<file path="src/rtl/spi_master_pkg.sv">
// -----------------------------------------------------------------------------
// spi_master_pkg
// Shared definitions for the parametrised SPI master:
//   - spi_state_e      : frame sequencing states (IDLE, SETUP, XFER, HOLD, GAP)
//   - SPI_MODE0..3     : SPI mode encodings as {cpol, cpha}
//   - SCLK_IDLE_DEFAULT: SCLK level (and latched cpol) coming out of reset
//   - width_for()      : counter width needed to count 0..n-1 (never below 1)
// -----------------------------------------------------------------------------
package spi_master_pkg;

    typedef enum logic [2:0] {
        ST_IDLE  = 3'd0,
        ST_SETUP = 3'd1,
        ST_XFER  = 3'd2,
        ST_HOLD  = 3'd3,
        ST_GAP   = 3'd4
    } spi_state_e;

    localparam logic [1:0] SPI_MODE0 = 2'b00;
    localparam logic [1:0] SPI_MODE1 = 2'b01;
    localparam logic [1:0] SPI_MODE2 = 2'b10;
    localparam logic [1:0] SPI_MODE3 = 2'b11;

    localparam logic SCLK_IDLE_DEFAULT = 1'b0;

    // Bits needed for a counter running 0..n-1; a 1-bit counter is the floor
    // so that n=1 still yields a legal vector.
    function automatic int unsigned width_for(input int unsigned n);
        return (n <= 2) ? 1 : $clog2(n);
    endfunction

endpackage

</file>
<file path="src/rtl/spi_clk_div.sv">
// -----------------------------------------------------------------------------
// spi_clk_div
// SCLK half-period timer. Runs only while en_i is high and restarts from zero
// every time it is enabled, so the first edge of a frame is always a full
// half-period after XFER entry.
// Ports:
//   clk_i      in   system clock
//   rstn_i     in   asynchronous active-low reset
//   en_i       in   count enable (high during XFER)
//   tick_o     out  one-cycle strobe: an SCLK edge happens on this clock edge
//   leading_o  out  1 when the pending edge is a leading edge, 0 for trailing
// -----------------------------------------------------------------------------
module spi_clk_div
    import spi_master_pkg::*;
#(
    parameter int CLK_DIV = 20
) (
    input  logic clk_i,
    input  logic rstn_i,
    input  logic en_i,
    output logic tick_o,
    output logic leading_o
);

    localparam int CNT_W = width_for(CLK_DIV);

    logic [CNT_W-1:0] r_cnt;
    logic             r_trail;
    logic             w_term;

    assign w_term    = (r_cnt == CNT_W'(CLK_DIV - 1));
    assign tick_o    = en_i && w_term;
    assign leading_o = ~r_trail;

    always_ff @(posedge clk_i or negedge rstn_i) begin
        if (!rstn_i) begin
            r_cnt   <= '0;
            r_trail <= 1'b0;
        end else if (!en_i) begin
            // Parked at zero so each frame starts on a leading edge.
            r_cnt   <= '0;
            r_trail <= 1'b0;
        end else if (w_term) begin
            r_cnt   <= '0;
            r_trail <= ~r_trail;
        end else begin
            r_cnt   <= r_cnt + CNT_W'(1);
        end
    end

endmodule

</file>
<file path="src/rtl/spi_master_param.sv">
// -----------------------------------------------------------------------------
// spi_master_param
// Parametrised single-slave SPI master: programmable frame length (1..DATA_W
// bits, MSB first), all four SPI modes, full-duplex shifting, start/ready
// handshake and a one-cycle rx_valid_o pulse when the received word updates.
//
// Parameters:
//   DATA_W          maximum frame length / data port width (>= 2)
//   CLK_DIV         SCLK half-period in clk_i cycles (>= 1)
//   CS_IDLE_CYCLES  cycles spi_cs_n_o stays high between frames (>= 1)
//
// Ports:
//   clk_i, rstn_i   clock, asynchronous active-low reset
//   start_i/ready_o frame request / idle handshake
//   tx_data_i       transmit word (right-aligned), captured at acceptance
//   len_i           frame length minus one (clamped to DATA_W-1)
//   cpol_i, cpha_i  SPI mode, captured at acceptance
//   rx_data_o       received word, right-aligned, upper bits zero
//   rx_valid_o      one-cycle pulse when rx_data_o is loaded
//   spi_clk_o, spi_mosi_o, spi_miso_i, spi_cs_n_o   SPI pins
//
// Optional feature (macro SPI_MASTER_LOOPBACK_EN): adds loopback_i, captured at
// acceptance; when set, MISO samples come from the internal MOSI driver.
//
// Frame timeline (acceptance edge = cycle 0):
//   SETUP CLK_DIV cycles, XFER 2*(len+1) half-periods with an SCLK edge at the
//   end of each, HOLD CLK_DIV cycles, then GAP. ready_o is already high in the
//   final GAP cycle so back-to-back frames see exactly CS_IDLE_CYCLES of cs_n
//   high.
// -----------------------------------------------------------------------------
module spi_master_param
    import spi_master_pkg::*;
#(
    parameter int   DATA_W         = 8,
    parameter int   CLK_DIV        = 20,
    parameter int   CS_IDLE_CYCLES = 2,
    localparam int  LEN_W          = $clog2(DATA_W)
) (
    input  logic              clk_i,
    input  logic              rstn_i,
    input  logic              start_i,
    output logic              ready_o,
    input  logic [DATA_W-1:0] tx_data_i,
    input  logic [LEN_W-1:0]  len_i,
    input  logic              cpol_i,
    input  logic              cpha_i,
`ifdef SPI_MASTER_LOOPBACK_EN
    input  logic              loopback_i,
`endif
    output logic [DATA_W-1:0] rx_data_o,
    output logic              rx_valid_o,
    output logic              spi_clk_o,
    output logic              spi_mosi_o,
    input  logic              spi_miso_i,
    output logic              spi_cs_n_o
);

    localparam int CNT_MAX = (CLK_DIV > CS_IDLE_CYCLES) ? CLK_DIV : CS_IDLE_CYCLES;
    localparam int CNT_W   = width_for(CNT_MAX);
    localparam int EDGE_W  = LEN_W + 1;

    // ---------------------------------------------------------------- state
    spi_state_e        r_state;
    logic [CNT_W-1:0]  r_cnt;
    logic [LEN_W-1:0]  r_len;
    logic              r_cpol;
    logic              r_cpha;
    logic [DATA_W-1:0] r_tx_sh;
    logic [DATA_W-1:0] r_rx_sh;
    logic [EDGE_W-1:0] r_edge_cnt;
    logic              r_sclk;
    logic              r_mosi;
    logic              r_cs_n;
    logic [DATA_W-1:0] r_rx_data;
    logic              r_rx_valid;
`ifdef SPI_MASTER_LOOPBACK_EN
    logic              r_loop;
`endif

    // ---------------------------------------------------------------- wires
    logic [31:0]       w_len_ext;
    logic [LEN_W-1:0]  w_len;
    logic [LEN_W-1:0]  w_shamt;
    logic [DATA_W-1:0] w_tx_aligned;
    logic              w_setup_done;
    logic              w_hold_done;
    logic              w_gap_done;
    logic              w_accept;
    logic              w_last_edge;
    logic              w_miso_bit;
    logic              w_div_en;
    logic              w_tick;
    logic              w_leading;

    // Out-of-range lengths (possible only when DATA_W is not a power of two)
    // are clamped to a full-width frame.
    assign w_len_ext = 32'(len_i);
    assign w_len     = (w_len_ext > 32'(DATA_W - 1)) ? LEN_W'(DATA_W - 1) : len_i;

    // Left-justify the frame so the bit to send next is always the MSB of the
    // shift register; bits above len fall off the top.
    assign w_shamt      = LEN_W'(DATA_W - 1) - w_len;
    assign w_tx_aligned = tx_data_i << w_shamt;

    assign w_setup_done = (r_cnt == CNT_W'(CLK_DIV - 1));
    assign w_hold_done  = (r_cnt == CNT_W'(CLK_DIV - 1));
    assign w_gap_done   = (r_cnt == CNT_W'(CS_IDLE_CYCLES - 1));

    assign ready_o  = (r_state == ST_IDLE) || ((r_state == ST_GAP) && w_gap_done);
    assign w_accept = start_i && ready_o;

    // Edge indices run 0..2*len+1; the final one is always a trailing edge.
    assign w_last_edge = (r_edge_cnt == {r_len, 1'b1});

`ifdef SPI_MASTER_LOOPBACK_EN
    assign w_miso_bit = r_loop ? r_mosi : spi_miso_i;
`else
    assign w_miso_bit = spi_miso_i;
`endif

    assign w_div_en = (r_state == ST_XFER);

    spi_clk_div #(
        .CLK_DIV (CLK_DIV)
    ) u_clk_div (
        .clk_i     (clk_i),
        .rstn_i    (rstn_i),
        .en_i      (w_div_en),
        .tick_o    (w_tick),
        .leading_o (w_leading)
    );

    // ---------------------------------------------------------------- FSM
    always_ff @(posedge clk_i or negedge rstn_i) begin
        if (!rstn_i) begin
            r_state    <= ST_IDLE;
            r_cnt      <= '0;
            r_len      <= '0;
            r_cpol     <= SCLK_IDLE_DEFAULT;
            r_cpha     <= 1'b0;
            r_tx_sh    <= '0;
            r_rx_sh    <= '0;
            r_edge_cnt <= '0;
            r_sclk     <= SCLK_IDLE_DEFAULT;
            r_mosi     <= 1'b0;
            r_cs_n     <= 1'b1;
            r_rx_data  <= '0;
            r_rx_valid <= 1'b0;
`ifdef SPI_MASTER_LOOPBACK_EN
            r_loop     <= 1'b0;
`endif
        end else begin
            r_rx_valid <= 1'b0;

            if (w_accept) begin
                r_state    <= ST_SETUP;
                r_cnt      <= '0;
                r_len      <= w_len;
                r_cpol     <= cpol_i;
                r_cpha     <= cpha_i;
                r_sclk     <= cpol_i;
                r_cs_n     <= 1'b0;
                r_edge_cnt <= '0;
                r_rx_sh    <= '0;
`ifdef SPI_MASTER_LOOPBACK_EN
                r_loop     <= loopback_i;
`endif
                if (cpha_i) begin
                    // First bit goes out on the first leading edge.
                    r_mosi  <= 1'b0;
                    r_tx_sh <= w_tx_aligned;
                end else begin
                    // First bit must be valid as soon as cs_n falls.
                    r_mosi  <= w_tx_aligned[DATA_W-1];
                    r_tx_sh <= w_tx_aligned << 1;
                end
            end else begin
                case (r_state)
                    ST_SETUP: begin
                        if (w_setup_done) begin
                            r_state <= ST_XFER;
                            r_cnt   <= '0;
                        end else begin
                            r_cnt <= r_cnt + CNT_W'(1);
                        end
                    end

                    ST_XFER: begin
                        if (w_tick) begin
                            r_sclk     <= ~r_sclk;
                            r_edge_cnt <= r_edge_cnt + EDGE_W'(1);
                            // Launch on one edge type, capture on the other;
                            // which is which depends on the latched cpha.
                            if (w_leading == r_cpha) begin
                                if (r_cpha || !w_last_edge) begin
                                    r_mosi  <= r_tx_sh[DATA_W-1];
                                    r_tx_sh <= r_tx_sh << 1;
                                end
                            end else begin
                                r_rx_sh <= {r_rx_sh[DATA_W-2:0], w_miso_bit};
                            end
                            if (w_last_edge) begin
                                r_state <= ST_HOLD;
                                r_cnt   <= '0;
                            end
                        end
                    end

                    ST_HOLD: begin
                        if (w_hold_done) begin
                            r_state    <= ST_GAP;
                            r_cnt      <= '0;
                            r_cs_n     <= 1'b1;
                            r_mosi     <= 1'b0;
                            r_rx_data  <= r_rx_sh;
                            r_rx_valid <= 1'b1;
                        end else begin
                            r_cnt <= r_cnt + CNT_W'(1);
                        end
                    end

                    ST_GAP: begin
                        if (w_gap_done) begin
                            r_state <= ST_IDLE;
                            r_cnt   <= '0;
                        end else begin
                            r_cnt <= r_cnt + CNT_W'(1);
                        end
                    end

                    default: begin
                        r_state <= ST_IDLE;
                    end
                endcase
            end
        end
    end

    assign rx_data_o  = r_rx_data;
    assign rx_valid_o = r_rx_valid;
    assign spi_clk_o  = r_sclk;
    assign spi_mosi_o = r_mosi;
    assign spi_cs_n_o = r_cs_n;

endmodule

</file>
<file path="config.mk">
export PLATFORM = sky130hd
export DESIGN_NAME = spi_master_param
export DESIGN_NICKNAME = d
export VERILOG_FILES = /design/src/rtl/spi_master_pkg.sv /design/src/rtl/spi_clk_div.sv /design/src/rtl/spi_master_param.sv
export SDC_FILE = /design/constraint.sdc
export NUM_CORES = 1
export LEC_CHECK = 0
export BUFFER_PORTS_ARGS = -buffer_cell sky130_fd_sc_hd__buf_2
export CAP_MARGIN = 0
export CORE_ASPECT_RATIO = 0.6
export CORE_MARGIN = 10
export CORE_UTILIZATION = 36
export CTS_BUF_LIST = sky130_fd_sc_hd__clkbuf_16
export CTS_CLUSTER_DIAMETER = 150
export CTS_CLUSTER_SIZE = 24
export DETAILED_ROUTE_END_ITERATION = 12
export GPL_TIMING_DRIVEN = 0
export HOLD_SLACK_MARGIN = 0.05
export PLACE_DENSITY = 0.66
export SLEW_MARGIN = 10
export SYNTH_ARGS = -nofsm -noshare
export SYNTH_HDL_FRONTEND = slang
export SYNTH_SLANG_ARGS = --single-unit
</file>
<file path="constraint.sdc">
create_clock -name clk_i -period 2.3 [get_ports clk_i]
set_clock_uncertainty 0.15 [all_clocks]
set_input_delay 0 -clock clk_i [delete_from_list [all_inputs] [get_ports clk_i]]
set_output_delay 0 -clock clk_i [all_outputs]
set_load 0.005 [all_outputs]
</file>
* Word level (Yosys, flattened, before mapping)
Cells that the tools add are included.
** Storage, ports and cells
- Bits in registers :: 50
- Bits of input ports :: 17
** Cells by class
- $add $sub $neg :: 4
- $lt $le $gt $ge :: 1
- Equality and inequality tests :: 18
- Shifts and indexed selects :: 1
- Multiplexer cells :: 47
- Bitwise operators :: 3
- Reductions and logical operators :: 24
** Operator list (number)
- 2-to-1 mux 8 bit :: 10
- 2-to-1 mux 5 bit :: 7
- 2-to-1 mux 3 bit :: 7
- inequality test 3 bit (second input constant) :: 7
- 2-to-1 mux 1 bit :: 17
- one-hot mux 5 bit (3 select lines) :: 1
- 2-to-1 mux 4 bit :: 3
- one-hot mux 3 bit (4 select lines) :: 1
- nonzero test 2 bit :: 6
- adder 5 x 1 -> 5 bit (second input constant) :: 2
- == test 5 bit (second input constant) :: 2
- AND reduction 5 bit :: 2
- AND reduction 3 bit :: 3
- << shifter 8 x 3 -> 8 bit :: 1
- == test 3 x 2 -> 1 bit (second input constant) :: 2
- == test 5 x 1 -> 1 bit (second input constant) :: 1
- adder 4 x 1 -> 4 bit (second input constant) :: 1
- == test 4 bit :: 1
- inequality test 2 bit (second input constant) :: 2
- AND reduction 2 bit :: 2
- AND reduction 4 bit :: 1
- nonzero test 4 bit :: 1
- == test 3 x 1 -> 1 bit (second input constant) :: 1
- == test 3 bit (second input constant) :: 1
- other kinds (11) :: 16

* Depth between registers and ports, before layout
- Depth after elaboration :: 8
- Depth in mapped cells :: 8
- Gate-level depth less buffers :: 7

* Hierarchy
From an unflattened synthesis, not the netlist that was laid out.
** Second synthesis, totals
- Cell total of the unflattened synthesis :: 263
- Area total of the unflattened synthesis :: 2720.1 sq um
** Modules (own cells, without submodules)
- spi_master_param :: instances 1, cells an instance 236, area an instance 2419.8 sq um, sequential area each 1102.3 sq um
- spi_clk_div :: instances 1, cells an instance 27, area an instance 300.3 sq um, sequential area each 150.1 sq um

* Worst setup path after synthesis
No wires, ideal clock.
- Kind :: register to register
- Start point :: register r_cnt[1]
- End point :: register r_mosi (netlist: spi_mosi_o)
- Data arrival time :: 1.953 ns
- Required time :: 2.025 ns
- Slack :: 0.072 ns
- Stages on the path, launching flop included :: 8
- Clock period less this slack :: 2.228 ns
- Cells stage by stage :: dfrtp_1 > inv_1 > ha_1 > or4b_4 > a211oi_4 > o22ai_1 > a41o_1 > mux2_4
** Between the ends
- Cells in the longest elaborated chain, start to end :: 6
- Elaborated cells on any way between the ends :: 12
** RTL lines
- start: declaration :: RTL line spi_master_param.sv:64 : logic [CNT_W-1:0] r_cnt;
- start signal: assignment :: RTL line spi_master_param.sv:184 : r_cnt <= r_cnt + CNT_W'(1);
- start signal: assignment :: RTL line spi_master_param.sv:218 : r_cnt <= r_cnt + CNT_W'(1);
- start signal: assignment :: RTL line spi_master_param.sv:227 : r_cnt <= r_cnt + CNT_W'(1);
- == test 5 x 1 -> 1 bit :: RTL line spi_master_param.sv:107 : assign w_gap_done = (r_cnt == CNT_W'(CS_IDLE_CYCLES - 1));
- logical AND 1 bit :: RTL line spi_master_param.sv:109 : assign ready_o = (r_state == ST_IDLE) || ((r_state == ST_GAP) && w_gap_done);
- logical OR 1 bit :: RTL line spi_master_param.sv:109
- logical AND 1 bit :: RTL line spi_master_param.sv:110 : assign w_accept = start_i && ready_o;
- inequality test 3 bit (no line) / nonzero test 3 bit (equally long branches)
- AND reduction 5 bit (no line)
- end signal: assignment :: RTL line spi_master_param.sv:174 : r_mosi <= w_tx_aligned[DATA_W-1];
- end signal: assignment :: RTL line spi_master_param.sv:196 : r_mosi <= r_tx_sh[DATA_W-1];
- end: declaration :: RTL line spi_master_param.sv:72 : logic r_mosi;
Several ways; a longest one is shown, not always the timed one.
A chain may end at the register's enable or synchronous reset.

* Worst setup path after layout
Same ends and word-level chain as after synthesis.

==> results.md <==
- Final nets: 322
- Core area: 6820 µm²
- Mapped Cells: approximately 260
- Clock Latency Late Sink: 290 ps
- Pleak: 0.001509 µW
- Antenna Cells: 0
- DRC: 0
- Peak VDD IR: ~390 µV
- Ys flop type: dfrtp_1
- Unique masters post-synth: 47
- Fin cells: 389
- RR Startpoint: r_cnt[1]
- FF+latch count, synth: 50
- Seq/Total Area, Yosys: 48.31%
- Clock root buffer: clkbuf_16
- Initial antenna violation count: 0
- RSZ-0062 raised after global routing: yes
- Worst hold path class: input pin to register
- DRT iter0 DRCs: 141
- First-pass DRT Iterations: 4
- Initial core utilization: 38.01%
- Setup Crit Path Kind: register to register
- CTS tree: built
- Final HPWL DP: 4099 µm
- Post-synth EDFFs: 0
- Max_cap viols: 0
- Largest area contributor in the netlist: dfrtp_1
- Least-Margin Pin Slew: 634.1 ps
- Placed cell area: 2836 µm²
- DIE AREA: 11,110 µm²
- CP max stage delay: 480 ps
- Crit path launch: r_cnt[1]
- Fmax: between 400 and 500 MHz
- Layout area overhead: 20.70%
- Final hold viol count: 0
- Critical path arrival: 2310 ps
- Fin. max-slew vios: 0
- Clock Path Buffers: 2
- Die Y: 85.73 µm
- Worst setup EP type: register
- Pwr dens: just over 800 nW/µm²
- Share of layout cells above drive strength 1: between 20% and 30%
- First-pass GRT wire length: 9770 µm
- Final worst setup slack: 13.01 ps
- Vias per cell: 5.152
- Clk sinks: 50
- Total Wirelength: about 5700 µm
- Critical path peak fanout: 3
- Area contributors post-synth: dfrtp_1, mux2i_1, nand2_1
- Hold WS: approximately 96 ps
- CP required: 2320 ps
- Status: finished, final reports clean
- Area share of the largest cell type after synthesis: 47.30%
- GRT overflow: 0
- Ys Warns: 0
- Total power draw: 2588 µW
- Post-synth ARST share: 100.0%
- Crit-path slowest cell: or4b_4
- TritonCTS Buffers: 5
- Drt wl/cell: roughly 15 µm
- # H-tree levels: 2
- Post-DRT Antenna Nets: 0
- Boundary pin count: 30
- Synthesized cell area: 2592 µm²
- Hold_sp: cpha_i
- Crit path cell chain: inv_1 > ha_1 > or4b_4 > a211oi_4 > o22ai_1 > a41o_1 > mux2_4
- Worst rel slew slack: 57.73%
- Tcrit/Tclk final: 99.43%
- Dpl ws: -120.7 ps
- Die X: about 130 µm
- Placed Cells: 372
- Pin count of the biggest net entering global routing: 51
- Final instance area: 3129 µm²
- Avg Inst Size Synth: roughly 10 µm²
- Via count: 2,004
- Clock-pin slew on the worst setup and hold paths: roughly 70 ps
- Final min period: 2287 ps
- Standard-cell rows: 23
- Setup-failing EPs final: 0
- I/O Buffers: 27
- Syn Nets: 279
- Crit start category: register
- Routability Congestion: ~0.8
- Vias in the first global route: 1,905
- Filler cell count: 629
- Gr usage total: 10.70%
-- synth_stat cells (3+ instances only) --
cell type	n
a21oi_1	7
a221o_1	4
buf_2	4
clkbuf_1	6
dfrtp_1	49
ha_1	4
inv_1	11
mux2_2	5
mux2i_1	21
mux4_2	3
nand2_1	49
nand2b_1	3
nand3_1	5
nor2_1	23
nor2b_1	4
o21ai_0	8
o22ai_1	8
xnor2_1	4
xor2_1	6
-- per-layer routing --
layer | part of all wire, % | GRT usage [%]
met5 | 0 | 0
met4 | 1.2 | 3.354
met3 | 5.7 | 2.643
met1 | 51 | 15.86
met2 | 42 | 14.67
-- final timing paths --
kind	slack, ps	endpoint	depth (start not counted)
worst max-delay path	10	spi_mosi_o	7
worst min register to register	320	rx_data_o[1]	2
max in group asynchronous	1430	r_cnt[0]	2
min in group asynchronous	120	r_len[0]	2
worst min-delay path	100	r_cpha	3
worst max register to register	10	spi_mosi_o	7
-- report_power, final --
part	switching [µW]	internal (µW)
sequential	130	1040
clock	327	515
combinational	286	292
-- state kept, by name, indices dropped and copies added, names as in the netlist, 3 cells and up --
signal	count
r_rx_sh	8
r_tx_sh	8
rx_data_o	8
r_cnt	5
u_clk_div.r_cnt	5
r_edge_cnt	4
r_len	3
r_state	3
-- area by class of cell --
class	instances	area [µm²]	share of cell area (%)
flip-flops and latches	50	1252	40.02
inverters	12	45.04	1.439
clock inverters	3	43.79	1.399
plain buffers	10	55.05	1.759
clock buffers	5	125.1	3.998
repair buffers	37	225.2	7.197
multi-input cells	185	1274	40.70
well taps	87	108.9	3.479
-- timing repair --
action | in CTS | in global routing
hold buffers | 5 | 0
buffers inserted | 1 | 4
endpoints found under the hold margin | 55 | 0
gates resized for setup | 3 | 7
setup endpoints to repair | 14 | 14
pin swaps | 1 | 3
-- stage by stage --
step	util (%)	TNS (ps)
floorplan	-	0
detailed placement	41.59	-511.3
CTS	45.15	0
finish	45.88	0
global placement	41.59	-334.9
global route	45.88	-231.8
-- cell families after synthesis --
kind of cell / count (synthesis) / share of synthesized area, %
AO/OA/AOI/OAI: 46 / 12.64
XOR/XNOR: 10 / 3.378
adder cells (fa/ha/maj): 4 / 1.931
buffers and inverters: 23 / 3.668
flip-flops: 50 / 48.31
multiplexers: 30 / 13.46
AND/OR/NAND/NOR: 95 / 16.60
-- cells in the final DEF, fill, tap and decap left out, drive strengths merged, types with 2 or more instances in the layout --
cell	count
xor2	6
dfrtp	49
nand2	49
mux2	6
buf	35
o21a	2
nor2b	4
ha	4
o21ai	9
inv	12
nand2b	3
clkinv	2
a22o	2
a221o	4
mux4	3
and4bb	2
and2	2
a211oi	3
dlygate4sd3	5
xnor2	4
nand3	5
a22oi	2
nor2	23
a21o	2
o22ai	8
mux2i	21
a21oi	8
clkbuf	12
-- worst max-delay path, delay by kind of cell (launching register included) --
kind,cells,cell delay [ps]
and+or+nand+nor,1,480
DFF,1,400
adders and majority gates,1,120
buffers and inverters,1,70
muxes,1,290
AOI/OAI and AO/OA,3,660
No activity file was read; power rests on OpenSTA's default activity.
